## config.mk

```make
export PLATFORM = sky130hd
export DESIGN_NAME = rx_core
export DESIGN_NICKNAME = d
export VERILOG_FILES = /design/src/rtl/rx_core_pkg.sv /design/src/rtl/rx_channel.sv /design/src/rtl/rx_core.sv
export SDC_FILE = /design/constraint.sdc
export NUM_CORES = 2
export LEC_CHECK = 0
export ABC_CLOCK_PERIOD_IN_PS = 15200
export CELL_PAD_IN_SITES_DETAIL_PLACEMENT = 0
export CELL_PAD_IN_SITES_GLOBAL_PLACEMENT = 2
export CORE_MARGIN = 2
export CORE_UTILIZATION = 25
export CTS_CLUSTER_DIAMETER = 200
export DETAILED_ROUTE_END_ITERATION = 6
export DONT_BUFFER_PORTS = 1
export HOLD_SLACK_MARGIN = 0.1
export PLACE_DENSITY_LB_ADDON = 0.1
export SLEW_MARGIN = 20
export SYNTH_ARGS = -nofsm -noshare
export SYNTH_HDL_FRONTEND = slang
export SYNTH_SLANG_ARGS = --single-unit
```

## constraint.sdc

```tcl
create_clock -name clock -period 15.2 [get_ports clock]
set_input_delay 1.52 -clock clock [delete_from_list [all_inputs] [get_ports clock]]
set_output_delay 1.52 -clock clock [all_outputs]
set_load 0.01 [all_outputs]
```

## src/rtl/rx_core_pkg.sv

```systemverilog
// Shared widths, debug view codes and sample arithmetic helpers for the RX demodulator.
package rx_core_pkg;

  localparam int unsigned SampleW  = 16;
  localparam int unsigned InLanes  = 16;
  localparam int unsigned OutLanes = 8;
  localparam int unsigned InW      = SampleW * InLanes;
  localparam int unsigned OutW     = SampleW * OutLanes;

  localparam logic [2:0] DbgAdc = 3'd0;
  localparam logic [2:0] DbgCh1 = 3'd1;
  localparam logic [2:0] DbgCh2 = 3'd2;
  localparam logic [2:0] DbgCh3 = 3'd3;
  localparam logic [2:0] DbgCnt = 3'd4;

  // Two's-complement negate that maps the most negative value to the most positive.
  function automatic logic [SampleW-1:0] sat_neg(input logic [SampleW-1:0] x);
    if (x == {1'b1, {(SampleW-1){1'b0}}}) begin
      return {1'b0, {(SampleW-1){1'b1}}};
    end
    return ~x + 1'b1;
  endfunction

  // Full-precision sum of two signed samples, halved (floor) back to sample width.
  function automatic logic [SampleW-1:0] avg_pair(input logic [SampleW-1:0] a,
                                                  input logic [SampleW-1:0] b);
    logic [SampleW:0] sum;
    sum = {a[SampleW-1], a} + {b[SampleW-1], b};
    return sum[SampleW:1];
  endfunction

endpackage

```

## src/rtl/rx_channel.sv

```systemverilog
// One output channel: phase accumulator, pair-average demodulator with sign flip, output FIFO.
module rx_channel
  import rx_core_pkg::*;
#(
  parameter int unsigned FifoDepth = 4
) (
  input  logic                clk_i,
  input  logic                rst_ni,
  input  logic                enable_i,
  input  logic                accept_i,
  input  logic [InW-1:0]      data_i,
  input  logic [SampleW-1:0]  phase_inc_i,
  input  logic                tready_i,
  output logic                tvalid_o,
  output logic [OutW-1:0]     tdata_o,
  output logic                space_o
);

  localparam int unsigned PtrW = $clog2(FifoDepth);
  localparam logic [PtrW:0] Full = (PtrW + 1)'(FifoDepth);

  logic [PtrW-1:0]    wr_ptr_q, rd_ptr_q;
  logic [PtrW:0]      count_q;
  logic [SampleW-1:0] acc_q;
  logic [OutW-1:0]    mem_q [FifoDepth];
  logic [OutW-1:0]    demod;
  logic               push, pop;

  assign push     = accept_i & enable_i;
  assign pop      = tvalid_o & tready_i;
  assign tvalid_o = enable_i & (count_q != '0);
  assign tdata_o  = tvalid_o ? mem_q[rd_ptr_q] : '0;
  // A pop in the same cycle is deliberately not counted as free space.
  assign space_o  = (count_q != Full);

  always_comb begin
    demod = '0;
    for (int k = 0; k < OutLanes; k++) begin
      demod[SampleW*k +: SampleW] =
          acc_q[SampleW-1] ? sat_neg(avg_pair(data_i[SampleW*(2*k) +: SampleW],
                                              data_i[SampleW*(2*k+1) +: SampleW]))
                           : avg_pair(data_i[SampleW*(2*k) +: SampleW],
                                      data_i[SampleW*(2*k+1) +: SampleW]);
    end
  end

  always_ff @(posedge clk_i or negedge rst_ni) begin
    if (!rst_ni) begin
      wr_ptr_q <= '0;
      rd_ptr_q <= '0;
      count_q  <= '0;
      acc_q    <= '0;
    end else if (!enable_i) begin
      // Disabling flushes the queue and parks the accumulator at zero.
      wr_ptr_q <= '0;
      rd_ptr_q <= '0;
      count_q  <= '0;
      acc_q    <= '0;
    end else begin
      if (push) begin
        wr_ptr_q <= wr_ptr_q + 1'b1;
        acc_q    <= acc_q + phase_inc_i;
      end
      if (pop) begin
        rd_ptr_q <= rd_ptr_q + 1'b1;
      end
      if (push && !pop) begin
        count_q <= count_q + 1'b1;
      end else if (!push && pop) begin
        count_q <= count_q - 1'b1;
      end
    end
  end

  always_ff @(posedge clk_i) begin
    if (push) begin
      mem_q[wr_ptr_q] <= demod;
    end
  end

endmodule

```

## src/rtl/rx_core.sv

```systemverilog
// RF-ADC stream fan-out to three demodulating channels with backpressure and a debug view.
module rx_core
  import rx_core_pkg::*;
#(
  parameter int unsigned FIFO_DEPTH = 4
) (
  input  logic                clock,
  input  logic                resetn,
  input  logic                adc_tvalid,
  input  logic [InW-1:0]      adc_tdata,
  output logic                adc_tready,
  input  logic [SampleW-1:0]  dds_phase_inc1,
  input  logic [SampleW-1:0]  dds_phase_inc2,
  input  logic [SampleW-1:0]  dds_phase_inc3,
  input  logic [2:0]          ch_enable,
  output logic [OutW-1:0]     ch1_tdata,
  output logic [OutW-1:0]     ch2_tdata,
  output logic [OutW-1:0]     ch3_tdata,
  output logic                ch1_tvalid,
  output logic                ch2_tvalid,
  output logic                ch3_tvalid,
  input  logic                ch1_tready,
  input  logic                ch2_tready,
  input  logic                ch3_tready,
  input  logic [2:0]          dbg_select,
  output logic [InW-1:0]      dbg_output_data
);

  logic [SampleW-1:0] phase_inc [3];
  logic [OutW-1:0]    ch_tdata [3];
  logic [2:0]         ch_tready, ch_tvalid, ch_space;
  logic               run_q, accept;
  logic [31:0]        accept_cnt_q, stall_cnt_q;
  logic [InW-1:0]     last_q, dbg_d;

  assign phase_inc[0] = dds_phase_inc1;
  assign phase_inc[1] = dds_phase_inc2;
  assign phase_inc[2] = dds_phase_inc3;
  assign ch_tready    = {ch3_tready, ch2_tready, ch1_tready};

  // run_q keeps the stream stalled until the first edge after reset release.
  assign adc_tready = run_q & (&(~ch_enable | ch_space));
  assign accept     = adc_tvalid & adc_tready;

  for (genvar c = 0; c < 3; c++) begin : g_ch
    rx_channel #(
      .FifoDepth (FIFO_DEPTH)
    ) u_channel (
      .clk_i       (clock),
      .rst_ni      (resetn),
      .enable_i    (ch_enable[c]),
      .accept_i    (accept),
      .data_i      (adc_tdata),
      .phase_inc_i (phase_inc[c]),
      .tready_i    (ch_tready[c]),
      .tvalid_o    (ch_tvalid[c]),
      .tdata_o     (ch_tdata[c]),
      .space_o     (ch_space[c])
    );
  end

  assign ch1_tvalid = ch_tvalid[0];
  assign ch2_tvalid = ch_tvalid[1];
  assign ch3_tvalid = ch_tvalid[2];
  assign ch1_tdata  = ch_tdata[0];
  assign ch2_tdata  = ch_tdata[1];
  assign ch3_tdata  = ch_tdata[2];

  always_comb begin
    dbg_d = '0;
    case (dbg_select)
      DbgAdc:  dbg_d = accept ? adc_tdata : last_q;
      DbgCh1:  dbg_d = {{(InW-OutW){1'b0}}, ch_tdata[0]};
      DbgCh2:  dbg_d = {{(InW-OutW){1'b0}}, ch_tdata[1]};
      DbgCh3:  dbg_d = {{(InW-OutW){1'b0}}, ch_tdata[2]};
      DbgCnt:  dbg_d = {{(InW-64){1'b0}}, stall_cnt_q, accept_cnt_q};
      default: dbg_d = '0;
    endcase
  end

  always_ff @(posedge clock or negedge resetn) begin
    if (!resetn) begin
      run_q           <= 1'b0;
      accept_cnt_q    <= '0;
      stall_cnt_q     <= '0;
      last_q          <= '0;
      dbg_output_data <= '0;
    end else begin
      run_q           <= 1'b1;
      dbg_output_data <= dbg_d;
      if (accept) begin
        accept_cnt_q <= accept_cnt_q + 1'b1;
        last_q       <= adc_tdata;
      end
      if (adc_tvalid && !adc_tready) begin
        stall_cnt_q <= stall_cnt_q + 1'b1;
      end
    end
  end

endmodule

```

==> impl_metrics.yaml <==
synthesis:
  ys_ff_latch: 2182
  syn-num-nets: 8192
  synth-seq-area-share: 0.6141
  synth_flop_cell: "sky130_fd_sc_hd__edfxtp_1"
  synth_enable_flop_cells: 1536
  yosysUniqueCellTypes: 100
  postSynthCellCount: 7675
  netlist_area_mm2: 0.1014
  asyncSetResetFlopFracSynth: 0.2961
  syn_area_per_cell_um2: 13.22
  synthesis.yosys.warnings: 0
critical_path:
  crit_start: "g_ch[2].u_channel.rd_ptr_q[0]"
  start_kind: "flop"
  worst-r2r-cell-count: 7
  r2r_slack_ns: 10.00
  path_max_fanout: 31
  worst_r2r_startpoint: "g_ch[2].u_channel.rd_ptr_q[0]"
  arrival_ns: 4.92
  end_kind: "output port"
  required_ns: 13.68
  regToRegEndpoint: "dbg_output_data[58]"
  setup.worst_path.class: "reg -> out"
pwr:
  worst_ir_drop_vdd_mv: 0.08206
  p_seq_frac: 0.397
  p_switching_mw: 6.141
  internal-power_mw: 12.40
  proportion_of_power_drawn_by_combinational_gates: 0.239
  leakagePower_nw: 41.97
  power_density_mw_per_mm2: 158.0
  clockPowerShare: 0.363
  switching_share: 0.3312
detailed_routing:
  detailroute.via_count: 66580
  post_drt_wl_per_cell_um: 35.38
  drt-vias-per-instance: 4.979
  firstDrtPassIters: 5
  wirelength_mm: 473.1
  drcViolationCount: 0
  detail-route-antenna-nets: 0
  drt-initial-drc-count: 5622
finish:
  layout.core_utilization: 0.2909
  fillers: 41180
  final_cell_mix: "sky130_fd_sc_hd__edfxtp_1, sky130_fd_sc_hd__nand2_1, sky130_fd_sc_hd__dfrtp_1, sky130_fd_sc_hd__and2_1, sky130_fd_sc_hd__mux4_2"
  final_net_count: 8173
  final_common_cell: "sky130_fd_sc_hd__edfxtp_1"
  multi_input_area_mm2: 0.03727
  register_area_mm2: 0.06232
  final_layout_size_suffix_gt1_frac: 0.1448
  area_growth_pct: 15.69
global_route:
  grt_antenna_before_repair: 75
  grt_use_total: 0.2250
  grt_pass1_vias: 66570
  grt-ovfl-total: 0
  first_pass_grt_wire_length_mm: 626.9
  grt_start_max_net_pins: 186
timing:
  setup_viol: 0
  timing.final.ws_setup_ns: 8.764
  final.setup.tns_ns: 0
  number_of_pins_exceeding_their_max_slew_limit_in_the_final_report: 0
  worst_max_slew_pin_slew_ns: 1.156
  skew_final_ns: 0.05077
  maxClockFrequency_mhz: 155.4
  post-route-min-period_ns: 6.436
  finalHoldViolCount: 0
  relSlewSlack: 0.2295
  rsz0062_at_grt: "no"
  layout_worst_path_cycle_share: 0.4234
worst_hold_path:
  min-delay-path-class: "in -> async"
cts:
  cts-hold-fix-buffers: 0
  cts.reportedPaths.clkPinSlew_ns: 0.05
  clk-insertion-delay-late_ns: 0.93
  number_of_levels_the_h_tree_was_split_into: 5
  max_clock_buf_depth: 4
  cts.repair_timing.setup_buffer_count: 0
  cts-buffers-inserted: 282
  cts_resized: 0
  cts_tree: "yes"
  clock-root-buffer: "sky130_fd_sc_hd__clkbuf_16"
  cts_num_sinks: 2182
place:
  port-buffer-count: 0
  pre_cts_slack_ns: 8.898
  weighted_congestion_reported_at_the_end_of_routability_driven_placement: 0.8249
  place_hpwl_mm: 342.4
floorplan:
  initial_utilization: 0.2514
  pin_count: 960
  die_x_um: 641.0
  dieHeight_um: 641.0
  die_area_mm2: 0.4108
  core-area_mm2: 0.4035
  num_rows: 233
status:
  outcome: "completed"
run:
  drv.max_cap_violation_count: 0
[worst max path at each step]
stage	slack, ns	endpoint	depth (start not counted)
after floorplan	8.03	g_ch[0].u_channel.mem_q[0][0]	8
after CTS	8.40	ch3_tdata[51]	5
after detailed placement	8.90	g_ch[2].u_channel.mem_q[0][59]	8
after global placement	8.54	g_ch[1].u_channel.mem_q[0][20]	12
after global routing	8.35	ch3_tdata[51]	5
final	8.76	ch3_tdata[51]	5
[state kept, by name, summed over array words and instances, names as in the netlist]
signal                   flops
accept_cnt_q                32
dbg_output_data            256
g_ch.u_channel.acc_q        48
g_ch.u_channel.count_q       9
g_ch.u_channel.mem_q      1536
g_ch.u_channel.rd_ptr_q      6
g_ch.u_channel.wr_ptr_q      6
last_q                     256
run_q                        1
stall_cnt_q                 32
[cell families (layout without fill, tap and decap cells)]
kind of cell    Yosys count  count (layout)  synth area share
buf+inv                 546             752           0.02065
xor+xnor                194             194           0.01694
other cells               1              88        0.00003697
simple gates           2786            2786            0.1356
fa+ha+maj               201             201           0.02583
compound gates         1291            1291           0.08472
mux                     474             474            0.1022
flops                  2182            2182            0.6141
[cell type report]
class	count	share of cell area
well taps	5405	0.05763
multi-input cells	4947	0.3176
inverters	99	0.003199
diodes	87	0.001855
repair buffers	144	0.01028
flip-flops and latches	2182	0.5311
clock buffers	383	0.06722
clock inverters	126	0.01115
[Yosys cell counts, types with 15 or more instances]
library cell | n | area share
sky130_fd_sc_hd__mux4_2 | 448 | 0.099
sky130_fd_sc_hd__and2_1 | 470 | 0.029
sky130_fd_sc_hd__a211oi_1 | 117 | 0.0087
sky130_fd_sc_hd__nor2b_1 | 103 | 0.0064
sky130_fd_sc_hd__or3_1 | 44 | 0.0027
sky130_fd_sc_hd__o21ai_0 | 262 | 0.013
sky130_fd_sc_hd__a21boi_0 | 26 | 0.0019
sky130_fd_sc_hd__nor2_1 | 356 | 0.013
sky130_fd_sc_hd__o21a_1 | 28 | 0.0021
sky130_fd_sc_hd__a21oi_1 | 304 | 0.015
sky130_fd_sc_hd__buf_2 | 18 | 0.00089
sky130_fd_sc_hd__nand2_1 | 1075 | 0.040
sky130_fd_sc_hd__a31oi_1 | 102 | 0.0063
sky130_fd_sc_hd__xor2_1 | 70 | 0.0060
sky130_fd_sc_hd__nand2b_1 | 94 | 0.0058
sky130_fd_sc_hd__a21o_1 | 46 | 0.0034
sky130_fd_sc_hd__and4_1 | 16 | 0.0014
sky130_fd_sc_hd__nor3b_1 | 27 | 0.0020
sky130_fd_sc_hd__o221a_2 | 15 | 0.0017
sky130_fd_sc_hd__or2_2 | 22 | 0.0014
sky130_fd_sc_hd__and3_1 | 92 | 0.0057
sky130_fd_sc_hd__edfxtp_1 | 1536 | 0.45
sky130_fd_sc_hd__ha_1 | 187 | 0.023
sky130_fd_sc_hd__xnor2_1 | 123 | 0.011
sky130_fd_sc_hd__a22oi_1 | 133 | 0.0098
sky130_fd_sc_hd__nor4_1 | 20 | 0.0012
sky130_fd_sc_hd__dfrtp_1 | 646 | 0.16
sky130_fd_sc_hd__buf_1 | 56 | 0.0021
sky130_fd_sc_hd__nand3_1 | 202 | 0.010
sky130_fd_sc_hd__o211a_1 | 38 | 0.0037
sky130_fd_sc_hd__clkbuf_1 | 370 | 0.014
sky130_fd_sc_hd__inv_1 | 96 | 0.0036
sky130_fd_sc_hd__o211ai_1 | 32 | 0.0024
sky130_fd_sc_hd__mux2i_1 | 15 | 0.0015
sky130_fd_sc_hd__nor3_1 | 126 | 0.0062
sky130_fd_sc_hd__nand4_1 | 60 | 0.0037
[metrics by stage]
stage | hold slack [ns] | cell area [µm²] | std cells | total power [mW]
2_1_floorplan | 0.4366 | 101400 | 7675 | 9.914
3_3_place_gp | 0.4506 | 107900 | 12780 | 12.02
3_5_place_dp | 0.4558 | 107900 | 12780 | 12.07
4_1_cts | 0.2133 | 117100 | 13290 | 18.89
5_1_grt | 0.2448 | 117300 | 13360 | 19.32
6_report | 0.3196 | 117400 | 13370 | 18.54
[routing by layer]
layer	global-route usage	vias to the layer above	part of all wire
met1	0.2598	35100	0.38
met4	0.07926	2	0.036
met5	0	-	0.000027
met2	0.4107	2043	0.53
li1	-	28940	-
met3	0.04469	494	0.058
[critical path, cell delays in order, from the launching register on]
cell	delay, ns
sky130_fd_sc_hd__dfrtp_4	0.65
sky130_fd_sc_hd__buf_4	0.65
sky130_fd_sc_hd__buf_4	0.73
sky130_fd_sc_hd__buf_4	0.75
sky130_fd_sc_hd__mux4_2	0.75
sky130_fd_sc_hd__and2_1	0.38
[power groups by stage]
stage	clock [mW]	sequential (mW)	combinational [mW]
4_1_cts	6.93	7.38	4.58
5_1_grt	7.15	7.41	4.76
3_5_place_dp	0	7.50	4.57
6_report	6.74	7.37	4.44
3_3_place_gp	0	7.49	4.53
2_1_floorplan	0	7.34	2.57
No activity file was read; power rests on OpenSTA's default activity.
